--- src/rtl/traffic_signal_monitor_if.sv ---
// Light-bus bundle between the traffic controller (or a bench) and the
// passive traffic_signal_monitor.
//   master : drives the four 3-bit lamp codes m1..m4 and the flag clear clr,
//            observes the monitor's flags, first-error capture and green count.
//   slave  : the monitor side; samples m1..m4/clr and drives the results.
interface traffic_signal_monitor_if;
  logic [2:0] m1;
  logic [2:0] m2;
  logic [2:0] m3;
  logic [2:0] m4;
  logic       clr;
  logic       code_err;
  logic       conflict;
  logic       seq_err;
  logic       timeout;
  logic       err_any;
  logic [1:0] err_road;
  logic [1:0] err_type;
  logic [7:0] green_cnt;

  modport master (
    output m1, m2, m3, m4, clr,
    input  code_err, conflict, seq_err, timeout, err_any,
    input  err_road, err_type, green_cnt
  );

  modport slave (
    input  m1, m2, m3, m4, clr,
    output code_err, conflict, seq_err, timeout, err_any,
    output err_road, err_type, green_cnt
  );
endinterface

--- src/rtl/traffic_signal_monitor.sv ---
// Passive checker for the four-road traffic light bus.
// Decodes each road's 3-bit lamp drive every clock, raises sticky flags for
// invalid codes, conflicting right-of-way, illegal sequencing (including a
// too-short yellow) and stuck green, captures the first error's road/type,
// and counts completed R->G transitions.
// Ports:
//   clk  - system clock, rising edge
//   rst  - synchronous active-high reset
//   bus  - slave side of traffic_signal_monitor_if
//          (m1..m4, clr in; code_err, conflict, seq_err, timeout, err_any,
//           err_road, err_type, green_cnt out)
module traffic_signal_monitor #(
  parameter int CNT_W      = 12,
  parameter int MAX_GREEN  = 1000,
  parameter int MIN_YELLOW = 2
) (
  input  logic                      clk,
  input  logic                      rst,
  traffic_signal_monitor_if.slave   bus
);

  localparam logic [1:0] ST_R = 2'd0;
  localparam logic [1:0] ST_Y = 2'd1;
  localparam logic [1:0] ST_G = 2'd2;
  localparam logic [CNT_W-1:0] CNT_MAX = '1;

  function automatic logic is_legal(input logic [2:0] code);
    return (code == 3'b100) || (code == 3'b010) || (code == 3'b001);
  endfunction

  // Invalid codes decode as RED so they never count toward a conflict.
  function automatic logic [1:0] decode(input logic [2:0] code);
    case (code)
      3'b010:  return ST_Y;
      3'b001:  return ST_G;
      default: return ST_R;
    endcase
  endfunction

  function automatic logic [CNT_W-1:0] sat_inc(input logic [CNT_W-1:0] v);
    return (v == CNT_MAX) ? v : v + 1'b1;
  endfunction

  function automatic logic [1:0] lowest(input logic [3:0] v);
    if (v[0])      return 2'd0;
    else if (v[1]) return 2'd1;
    else if (v[2]) return 2'd2;
    else           return 2'd3;
  endfunction

  logic [2:0]       m_p0     [4];
  logic [1:0]       st_p0    [4];
  logic [3:0]       legal_p0;
  logic [3:0]       code_bad_p0;
  logic [3:0]       busy_p0;
  logic [3:0]       seq_bad_p0;
  logic [3:0]       tmo_bad_p0;
  logic [3:0]       rg_p0;
  logic             conf_det_p0;
  logic             det_any_p0;
  logic [1:0]       det_road_p0;
  logic [1:0]       det_type_p0;

  logic [1:0]       prev_p1  [4];
  logic [3:0]       prev_valid_p1;
  logic [CNT_W-1:0] dwell_p1 [4];
  logic             code_err_p1;
  logic             conflict_p1;
  logic             seq_err_p1;
  logic             timeout_p1;
  logic [1:0]       err_road_p1;
  logic [1:0]       err_type_p1;
  logic [7:0]       green_cnt_p1;
  logic             err_any_p1;

  assign m_p0[0] = bus.m1;
  assign m_p0[1] = bus.m2;
  assign m_p0[2] = bus.m3;
  assign m_p0[3] = bus.m4;

  // ---- stage 0: decode current sample and detect errors against history ----
  always_comb begin
    for (int i = 0; i < 4; i++) begin
      legal_p0[i]    = is_legal(m_p0[i]);
      st_p0[i]       = decode(m_p0[i]);
      code_bad_p0[i] = !legal_p0[i];
      busy_p0[i]     = legal_p0[i] && (st_p0[i] != ST_R);
      seq_bad_p0[i]  = 1'b0;
      tmo_bad_p0[i]  = 1'b0;
      rg_p0[i]       = 1'b0;
      if (legal_p0[i] && prev_valid_p1[i]) begin
        case ({prev_p1[i], st_p0[i]})
          {ST_G, ST_R}, {ST_R, ST_Y}, {ST_Y, ST_G}: seq_bad_p0[i] = 1'b1;
          {ST_Y, ST_R}: seq_bad_p0[i] = (dwell_p1[i] < CNT_W'(MIN_YELLOW));
          {ST_R, ST_G}: rg_p0[i] = 1'b1;
          // dwell still holds the green run length before this sample
          {ST_G, ST_G}: tmo_bad_p0[i] = (dwell_p1[i] == CNT_W'(MAX_GREEN));
          default: ;
        endcase
      end
    end

    // two or more bits set
    conf_det_p0 = (busy_p0 & (busy_p0 - 4'd1)) != 4'd0;
    det_any_p0  = (|code_bad_p0) || conf_det_p0 || (|seq_bad_p0) || (|tmo_bad_p0);

    det_type_p0 = 2'd0;
    det_road_p0 = 2'd0;
    if (|code_bad_p0) begin
      det_type_p0 = 2'd0;
      det_road_p0 = lowest(code_bad_p0);
    end else if (conf_det_p0) begin
      det_type_p0 = 2'd1;
      det_road_p0 = lowest(busy_p0);
    end else if (|seq_bad_p0) begin
      det_type_p0 = 2'd2;
      det_road_p0 = lowest(seq_bad_p0);
    end else if (|tmo_bad_p0) begin
      det_type_p0 = 2'd3;
      det_road_p0 = lowest(tmo_bad_p0);
    end
  end

  // ---- stage 1: per-road history (invalid samples leave history untouched) ----
  always_ff @(posedge clk) begin
    if (rst) begin
      prev_valid_p1 <= '0;
      for (int i = 0; i < 4; i++) dwell_p1[i] <= '0;
    end else begin
      for (int i = 0; i < 4; i++) begin
        if (legal_p0[i]) begin
          prev_valid_p1[i] <= 1'b1;
          if (!prev_valid_p1[i] || (prev_p1[i] != st_p0[i]))
            dwell_p1[i] <= CNT_W'(1);
          else
            dwell_p1[i] <= sat_inc(dwell_p1[i]);
        end
      end
    end
  end

  always_ff @(posedge clk) begin
    for (int i = 0; i < 4; i++)
      if (legal_p0[i]) prev_p1[i] <= st_p0[i];
  end

  // ---- stage 1: sticky flags, first-error capture, green count ----
  always_ff @(posedge clk) begin
    if (rst) begin
      code_err_p1  <= 1'b0;
      conflict_p1  <= 1'b0;
      seq_err_p1   <= 1'b0;
      timeout_p1   <= 1'b0;
      err_road_p1  <= 2'd0;
      err_type_p1  <= 2'd0;
      green_cnt_p1 <= 8'd0;
    end else begin
      // clr takes effect first, so a same-cycle error is still set/captured
      code_err_p1 <= (code_err_p1 && !bus.clr) || (|code_bad_p0);
      conflict_p1 <= (conflict_p1 && !bus.clr) || conf_det_p0;
      seq_err_p1  <= (seq_err_p1  && !bus.clr) || (|seq_bad_p0);
      timeout_p1  <= (timeout_p1  && !bus.clr) || (|tmo_bad_p0);
      if ((bus.clr || !err_any_p1) && det_any_p0) begin
        err_road_p1 <= det_road_p0;
        err_type_p1 <= det_type_p0;
      end else if (bus.clr) begin
        err_road_p1 <= 2'd0;
        err_type_p1 <= 2'd0;
      end
      green_cnt_p1 <= green_cnt_p1 + 8'(rg_p0[0]) + 8'(rg_p0[1])
                                   + 8'(rg_p0[2]) + 8'(rg_p0[3]);
    end
  end

  assign err_any_p1    = code_err_p1 | conflict_p1 | seq_err_p1 | timeout_p1;
  assign bus.code_err  = code_err_p1;
  assign bus.conflict  = conflict_p1;
  assign bus.seq_err   = seq_err_p1;
  assign bus.timeout   = timeout_p1;
  assign bus.err_any   = err_any_p1;
  assign bus.err_road  = err_road_p1;
  assign bus.err_type  = err_type_p1;
  assign bus.green_cnt = green_cnt_p1;

endmodule
--- src/flat_wrapper.sv ---
// flat-port wrapper written by rule: the top's interface ports become plain ports
module traffic_signal_monitor_flat 
#(
  parameter int CNT_W      = 12,
  parameter int MAX_GREEN  = 1000,
  parameter int MIN_YELLOW = 2
)
  (clk, rst, bus_m1, bus_m2, bus_m3, bus_m4, bus_clr, bus_code_err, bus_conflict, bus_seq_err, bus_timeout, bus_err_any, bus_err_road, bus_err_type, bus_green_cnt);
  traffic_signal_monitor_if bus_i ();
  input  logic clk;
  input  logic rst;
  input wire logic [$bits(bus_i.m1)-1:0] bus_m1;
  input wire logic [$bits(bus_i.m2)-1:0] bus_m2;
  input wire logic [$bits(bus_i.m3)-1:0] bus_m3;
  input wire logic [$bits(bus_i.m4)-1:0] bus_m4;
  input wire logic [$bits(bus_i.clr)-1:0] bus_clr;
  output wire logic [$bits(bus_i.code_err)-1:0] bus_code_err;
  output wire logic [$bits(bus_i.conflict)-1:0] bus_conflict;
  output wire logic [$bits(bus_i.seq_err)-1:0] bus_seq_err;
  output wire logic [$bits(bus_i.timeout)-1:0] bus_timeout;
  output wire logic [$bits(bus_i.err_any)-1:0] bus_err_any;
  output wire logic [$bits(bus_i.err_road)-1:0] bus_err_road;
  output wire logic [$bits(bus_i.err_type)-1:0] bus_err_type;
  output wire logic [$bits(bus_i.green_cnt)-1:0] bus_green_cnt;
  assign bus_i.m1 = bus_m1;
  assign bus_i.m2 = bus_m2;
  assign bus_i.m3 = bus_m3;
  assign bus_i.m4 = bus_m4;
  assign bus_i.clr = bus_clr;
  assign bus_code_err = bus_i.code_err;
  assign bus_conflict = bus_i.conflict;
  assign bus_seq_err = bus_i.seq_err;
  assign bus_timeout = bus_i.timeout;
  assign bus_err_any = bus_i.err_any;
  assign bus_err_road = bus_i.err_road;
  assign bus_err_type = bus_i.err_type;
  assign bus_green_cnt = bus_i.green_cnt;
  traffic_signal_monitor #(.CNT_W(CNT_W), .MAX_GREEN(MAX_GREEN), .MIN_YELLOW(MIN_YELLOW)) u_core (.clk(clk), .rst(rst), .bus(bus_i));
endmodule
--- config.mk ---
export PLATFORM = sky130hd
export DESIGN_NAME = traffic_signal_monitor_flat
export DESIGN_NICKNAME = d
export VERILOG_FILES = /design/src/rtl/traffic_signal_monitor_if.sv /design/src/rtl/traffic_signal_monitor.sv /design/src/flat_wrapper.sv
export SDC_FILE = /design/constraint.sdc
export NUM_CORES = 1
export LEC_CHECK = 0
export CAP_MARGIN = 0
export CORE_MARGIN = 10
export CORE_UTILIZATION = 60
export CTS_CLUSTER_SIZE = 14
export DETAILED_ROUTE_END_ITERATION = 8
export GPL_TIMING_DRIVEN = 0
export PLACE_DENSITY = 0.9
export SLEW_MARGIN = 10
export SYNTH_ARGS = -nofsm -noshare
export SYNTH_HDL_FRONTEND = slang
export SYNTH_SLANG_ARGS = --single-unit
--- constraint.sdc ---
create_clock -name clk -period 3.9 [get_ports clk]
set_clock_uncertainty 0.15 [all_clocks]
set_input_delay 0.78 -clock clk [delete_from_list [all_inputs] [get_ports clk]]
set_output_delay 0.78 -clock clk [all_outputs]
set_load 0.01 [all_outputs]
==> impl_metrics.yaml, run 1 <==
floorplan:
  rows: 32
  io_pins: 32
  initial_core_util_pct: 61.3
  core-area_mm2: 0.00769
  die_w_um: 109
  die_area_mm2: 0.0118
  die_y_um: 109
power_and_ir_drop:
  p_int_mw: 1.29
  power_density_mw_per_mm2: 351
  power.switching_uw: 567
  leakage_nw: 1.88
  ir_worst_vdd_mv: 0.195
  p_sw_share_pct: 30.5
  pwr-share-clk_pct: 31.7
  pwr-share-comb_pct: 14.7
  seq_power_share_pct: 53.6
finish:
  num_antenna_cells: 0
  syn_to_final_growth_pct: 12.3
  instances_no_fill: 632
  regArea_mm2: 0.00208
  multi_input_area_mm2: 0.00245
  drive_gt1_share_pct: 8.68
  nets: 552
  fillers: 569
  final_util_pct: 68.9
synthesis:
  synth_top_cell_by_area: "edfxtp_1"
  syn_area_per_cell_um2: 9.66
  synth_edf_count: 56
  synth_most_common_cell: "nor2_1"
  seq_area_frac_synth_pct: 44.1
  synth_top_area_share_pct: 35.7
  yosys-top-cells-area: "edfxtp_1, dfxtp_1, xor2_1, nor2_1, xnor2_1"
  synthArstFlopShare_pct: 0
  yosys-top-cells-count: "nor2_1, edfxtp_1, nand2_1"
  yosys_warnings: 0
  synth_ff_type: "edfxtp_1"
  syn-num-nets: 515
  ys_ff_latch: 76
  synth.distinct_cells: 68
  syn-cell-area_mm2: 0.00472
  postSynthCellCount: 488
clock_tree:
  cts_inserted_buffers: 9
  cts_root_buffer: "clkbuf_8"
  clk_latency_ns: 0.38
  cts_max_level: 3
  path_clk_slew_ns: 0.09
  clock-sinks: 76
  post-cts-setup-buffers: 0
  cts_buffer_depth: 2
  cts_tree: "yes"
route:
  wl_um: 10400
  drt-pass1-iter-count: 7
  vias: 3795
  drc: 1
  wl_per_cell_um: 16.5
  ant_nets: 0
  drtIter0Drc: 271
  vias_per_cell: 6.00
outcome:
  violations: "design-rule violations"
  outcome: "complete, but fails checks"
global_routing:
  grt_pass1_wl_um: 17700
  overflow: 0
  gr-usage-all-layers_pct: 18.5
  antenna_found_initial: 0
  grt_max_degree: 17
  grt_pass1_vias: 3716
timing:
  post-route-min-period_ns: 3.71
  maxSlewViolCount: 0
  min_period_over_period_pct: 95.2
  max_freq_mhz: 269
  rsz0062_at_grt: "false"
  hold_ws_ns: 0.347
  fin_tns_setup_ns: 0
  setup_viol: 0
  setup_ws_ns: 0.188
  final-hold-violation-count: 0
  max-slew-margin-rel_pct: 27.1
  worst_pin_slew_ns: 1.09
critical_path:
  end_kind: "register"
  startpoint_type: "input port"
  worstSetupPathType: "input port to register"
  crit_fanout: 6
  cp.arrival_ns: 3.82
  required_ns: 4.00
job:
  drv_cap: 0
placed_design:
  gp_congestion: 0.885
  preCtsSetupSlack_ns: -0.278
  place_inst: 616
  port_buffers: 26
  dp_hpwl_um: 7760
hold_path:
  hold_path.class: "register to register"
==> per-stage QoR <==
stage / total power [mW] / instance area (um2)
finish: 1.86 / 5290
global route: 1.93 / 5290
CTS: 1.86 / 5290
detailed placement: 1.28 / 5100
global placement: 1.26 / 5100
floorplan: 1.19 / 4720
==> cell families (layout without fill, tap and decap cells) <==
group                    Yosys count  in the layout  share of synthesized area [%]
buffers and inverters             44             86                           3.98
AO/OA/AOI/OAI                     60             60                           9.87
flip-flops                        76             76                           44.1
adder cells (fa/ha/maj)           12             12                           3.66
AND/OR/NAND/NOR                  233            233                           26.6
XOR/XNOR                          62             62                           11.5
multiplexers                       1              1                          0.212
==> critical path, cell delays in order <==
cell             delay [ns]
clkdlybuf4s50_1        0.58
or3b_1                 0.45
or3_1                  0.41
fa_1                   0.50
fa_1                   0.40
inv_1                  0.10
a21oi_1                0.08
nor2b_2                0.19
nand3_1                0.12
xor2_1                 0.16
nor2_1                 0.05
==> path summary, 6_finish.rpt <==
path                                                     startpoint                                  end  slack, ns  depth (start not counted)
worst max-delay path                                      bus_m2[0]   u_core.bus.green_cnt[5]$_SDFF_PP0_       0.19                         11
worst min-delay path            u_core.bus.err_road[0]$_SDFFE_PP0P_  u_core.bus.err_road[0]$_SDFFE_PP0P_       0.35                          1
worst max register to register       u_core.prev_p1[0][0]$_DFFE_PN_   u_core.bus.green_cnt[5]$_SDFF_PP0_       0.89                         10
worst min register to register  u_core.bus.err_road[0]$_SDFFE_PP0P_  u_core.bus.err_road[0]$_SDFFE_PP0P_       0.35                          1
==> registers in the layout, indices dropped and copies added (netlist names) <==
signal,count
u_core.dwell_p1,48
u_core.bus.seq_err,1
u_core.bus.err_type,2
u_core.prev_valid_p1,4
u_core.bus.conflict,1
u_core.bus.green_cnt,8
u_core.bus.timeout,1
u_core.prev_p1,8
u_core.bus.code_err,1
u_core.bus.err_road,2
==> power by group through the flow <==
stage                     combinational [mW]  clock (mW)  sequential [mW]
after floorplan                        0.192           0            0.994
final                                  0.273       0.589            0.994
after global placement                 0.256           0             1.01
after global routing                   0.300       0.630             1.00
after CTS                              0.270       0.594            0.992
after detailed placement               0.267           0             1.01
==> cell usage in the layout, fill, tap and decap left out, types with 4 or more instances in the layout <==
cell type / instances
a211oi_1: 4
a21oi_1: 14
and3_1: 15
clkbuf_1: 4
clkbuf_8: 9
clkdlybuf4s50_1: 26
dfxtp_1: 20
edfxtp_1: 56
ha_1: 9
inv_1: 34
inv_6: 5
nand2_1: 39
nand2b_1: 7
nand3_1: 27
nand4_1: 10
nor2_1: 76
nor3_1: 10
nor4_1: 6
nor4_2: 6
o21ai_0: 8
or3_1: 5
xnor2_1: 27
xor2_1: 35
==> per-layer routing <==
metal / share of wire (%) / global-route usage, %
met1: 42 / 22.7
met2: 49 / 30.8
met3: 5.4 / 3.89
met4: 3.1 / 7.91
met5: 0 / 0
==> what timing repair did <==
action | in CTS | in global routing
gates resized for setup | 0 | 1
hold buffers | 0 | 0
setup endpoints to repair | 0 | 2
==> area by class of cell <==
class                           instances  area share (%)
Clock buffer                            9            2.34
Sequential cell                        76            39.3
Clock inverter                          7            1.21
Buffer                                 10            1.13
Timing Repair Buffer                   26            4.92
Inverter                               34            2.41
Multi-Input combinational cell        368            46.3
Tap cell                              102            2.41
No activity file was read; power rests on OpenSTA's default activity.
==> run 2: changes to the inputs <==
--- a/config.mk
+++ b/config.mk
@@ -6,12 +6,11 @@
 export NUM_CORES = 1
 export LEC_CHECK = 0
 export CAP_MARGIN = 0
-export CORE_MARGIN = 10
-export CORE_UTILIZATION = 60
+export CORE_UTILIZATION = 64
 export CTS_CLUSTER_SIZE = 14
 export DETAILED_ROUTE_END_ITERATION = 8
 export GPL_TIMING_DRIVEN = 0
-export PLACE_DENSITY = 0.9
+export PLACE_DENSITY = 0.95
 export SLEW_MARGIN = 10
 export SYNTH_ARGS = -nofsm -noshare
 export SYNTH_HDL_FRONTEND = slang
==> constraint.sdc (replaced) <==
create_clock -name clk -period 4.8 [get_ports clk]
set_clock_uncertainty 0.15 [all_clocks]
set_input_delay 0.96 -clock clk [delete_from_list [all_inputs] [get_ports clk]]
set_output_delay 0.96 -clock clk [all_outputs]
set_load 0.01 [all_outputs]
==> run 2 against run 1 <==
The run now ends clean. Wire length fell by 0.66%. Sequential cell count did not move. Power decreased by 18%. Clock power decreased by 18%. Worst hold slack got worse by 0.011 ns. Critical path depth unchanged. Critical endpoint is now u_core.bus.green_cnt[7]$_SDFF_PP0_. Largest power group unchanged.
==> impl_metrics.yaml, run 2 (synthesis gave the netlist of run 1 again) <==
outcome:
  outcome: "complete, no violations"
floorplan:
  io_pins: 32
  die_y_um: 87.8
  die_area_mm2: 0.00772
  core-area_mm2: 0.00694
  die_w_um: 87.8
  initial_core_util_pct: 67.9
  rows: 30
route:
  drtIter0Drc: 291
  ant_nets: 0
  wl_um: 10400
  drt-pass1-iter-count: 5
  wl_per_cell_um: 16.6
  vias: 3826
  drc: 0
  vias_per_cell: 6.11
finish:
  mostFrequentLayoutCells: "nor2_1, edfxtp_1, nand2_1"
  final_common_cell: "nor2_1"
  nets: 552
  largest_reg_flops: 48
  syn_to_final_growth_pct: 12.2
  num_antenna_cells: 0
  drive_gt1_share_pct: 8.49
  top_register: "u_core.dwell_p1"
clock_tree:
  cts_inserted_buffers: 9
  cts-resized-gates: 0
  path_clk_slew_ns: 0.08
  cts_max_level: 3
  clk_latency_ns: 0.37
  post-cts-setup-buffers: 0
  cts_tree: "yes"
  cts_hold_buf: 0
  clock-sinks: 76
  cts_root_buffer: "clkbuf_8"
  cts_buffer_depth: 2
critical_path:
  cp.arrival_ns: 4.09
  rr_worst_depth: 10
  r2r_slack_ns: 1.82
  r2r-start: "u_core.prev_p1[0][0]$_DFFE_PN_"
  worstSetupEndpoint: "u_core.bus.green_cnt[7]$_SDFF_PP0_"
  required_ns: 4.90
  worstSetupPathType: "input port to register"
  r2r-end: "u_core.bus.green_cnt[7]$_SDFF_PP0_"
  crit_fanout: 6
  end_kind: "register"
  startpoint_type: "input port"
  startpoint: "bus_m2[0]"
power_and_ir_drop:
  pwr-share-clk_pct: 31.8
  power_density_mw_per_mm2: 286
  ir_worst_vdd_mv: 0.218
  seq_power_share_pct: 53.4
  pwr-share-comb_pct: 14.7
  power.total_mw: 1.51
  leakage_nw: 1.88
  p_sw_share_pct: 28.7
  power.switching_uw: 435
  p_int_mw: 1.08
global_routing:
  gr-usage-all-layers_pct: 29.0
  grt_pass1_vias: 3672
  overflow: 0
  antenna_found_initial: 0
  grt_pass1_wl_um: 16900
  grt_max_degree: 14
timing:
  min_period_over_period_pct: 83.3
  maxSlewViolCount: 0
  final-hold-violation-count: 0
  rsz0062_at_grt: "false"
  worst_pin_slew_ns: 1.04
  max-slew-margin-rel_pct: 30.8
  setup_viol: 0
  max_freq_mhz: 250
  fin_tns_setup_ns: 0
  post-route-min-period_ns: 4.00
hold_path:
  hold_path.class: "register to register"
placed_design:
  port_buffers: 26
  dp_hpwl_um: 7360
  gp_congestion: 0.870
job:
  drv_cap: 0
-- run 2: power groups by stage --
stage	Clock [mW]	Sequential (mW)	Combinational, mW
global placement	0	0.817	0.207
floorplan	0	0.808	0.156
global route	0.507	0.815	0.243
detailed placement	0	0.821	0.216
finish	0.482	0.809	0.223
CTS	0.486	0.807	0.220
-- run 2: metrics by stage --
stage / cell area [um2] / worst slack, ns / std cells / hold WS [ns] / utilization (%)
finish: 5290 / 0.804 / 626 / 0.336 / 76.2
detailed placement: 5100 / 0.439 / 610 / 0.322 / 73.4
global placement: 5100 / 0.477 / 610 / 0.317 / 73.4
global route: 5290 / 0.666 / 626 / 0.352 / 76.2
floorplan: 4720 / 1.13 / 488 / 0.328 / -
CTS: 5290 / 0.824 / 626 / 0.334 / 76.2
-- run 2: layer usage --
metal | vias to the layer above | global-route usage, % | share of wire, %
li1 | 1814 | - | -
met4 | 0 | 12.1 | 2.8
met5 | - | 0 | 0
met1 | 1825 | 34.1 | 42
met3 | 38 | 8.11 | 5.5
met2 | 149 | 49.8 | 50
-- run 2: area by class of cell --
class / count / area [um2]
clock inverter: 5 / 33.8
fill: 439 / 1650
buffer: 10 / 60.1
inverter: 34 / 128
timing repair buffer: 26 / 260
sequential: 76 / 2080
tap: 96 / 120
multi-input combinational: 368 / 2450
clock buffer: 11 / 163
-- run 2: how the worst min path moves through the flow --
stage / endpoint / depth (start not counted) / from / slack (ns)
floorplan: u_core.prev_valid_p1[0]$_SDFFE_PP0N_ / 2 / u_core.prev_valid_p1[0]$_SDFFE_PP0N_ / 0.33
global placement: u_core.bus.code_err$_SDFF_PP0_ / 2 / u_core.bus.code_err$_SDFF_PP0_ / 0.32
detailed placement: u_core.bus.code_err$_SDFF_PP0_ / 2 / u_core.bus.code_err$_SDFF_PP0_ / 0.32
CTS: u_core.bus.code_err$_SDFF_PP0_ / 2 / u_core.bus.code_err$_SDFF_PP0_ / 0.33
global route: u_core.bus.err_road[0]$_SDFFE_PP0P_ / 1 / u_core.bus.err_road[0]$_SDFFE_PP0P_ / 0.35
finish: u_core.bus.code_err$_SDFF_PP0_ / 2 / u_core.bus.code_err$_SDFF_PP0_ / 0.34
-- run 2: worst max-delay path, cell delays in order --
cell and delay [ns]:
clkdlybuf4s50_1 0.62, or3b_1 0.46, or3_1 0.42, fa_1 0.49, fa_1 0.41, inv_1 0.09, a21oi_1 0.07, nor2b_1 0.23
nand3_1 0.13, xor2_1 0.14, nor2_1 0.06
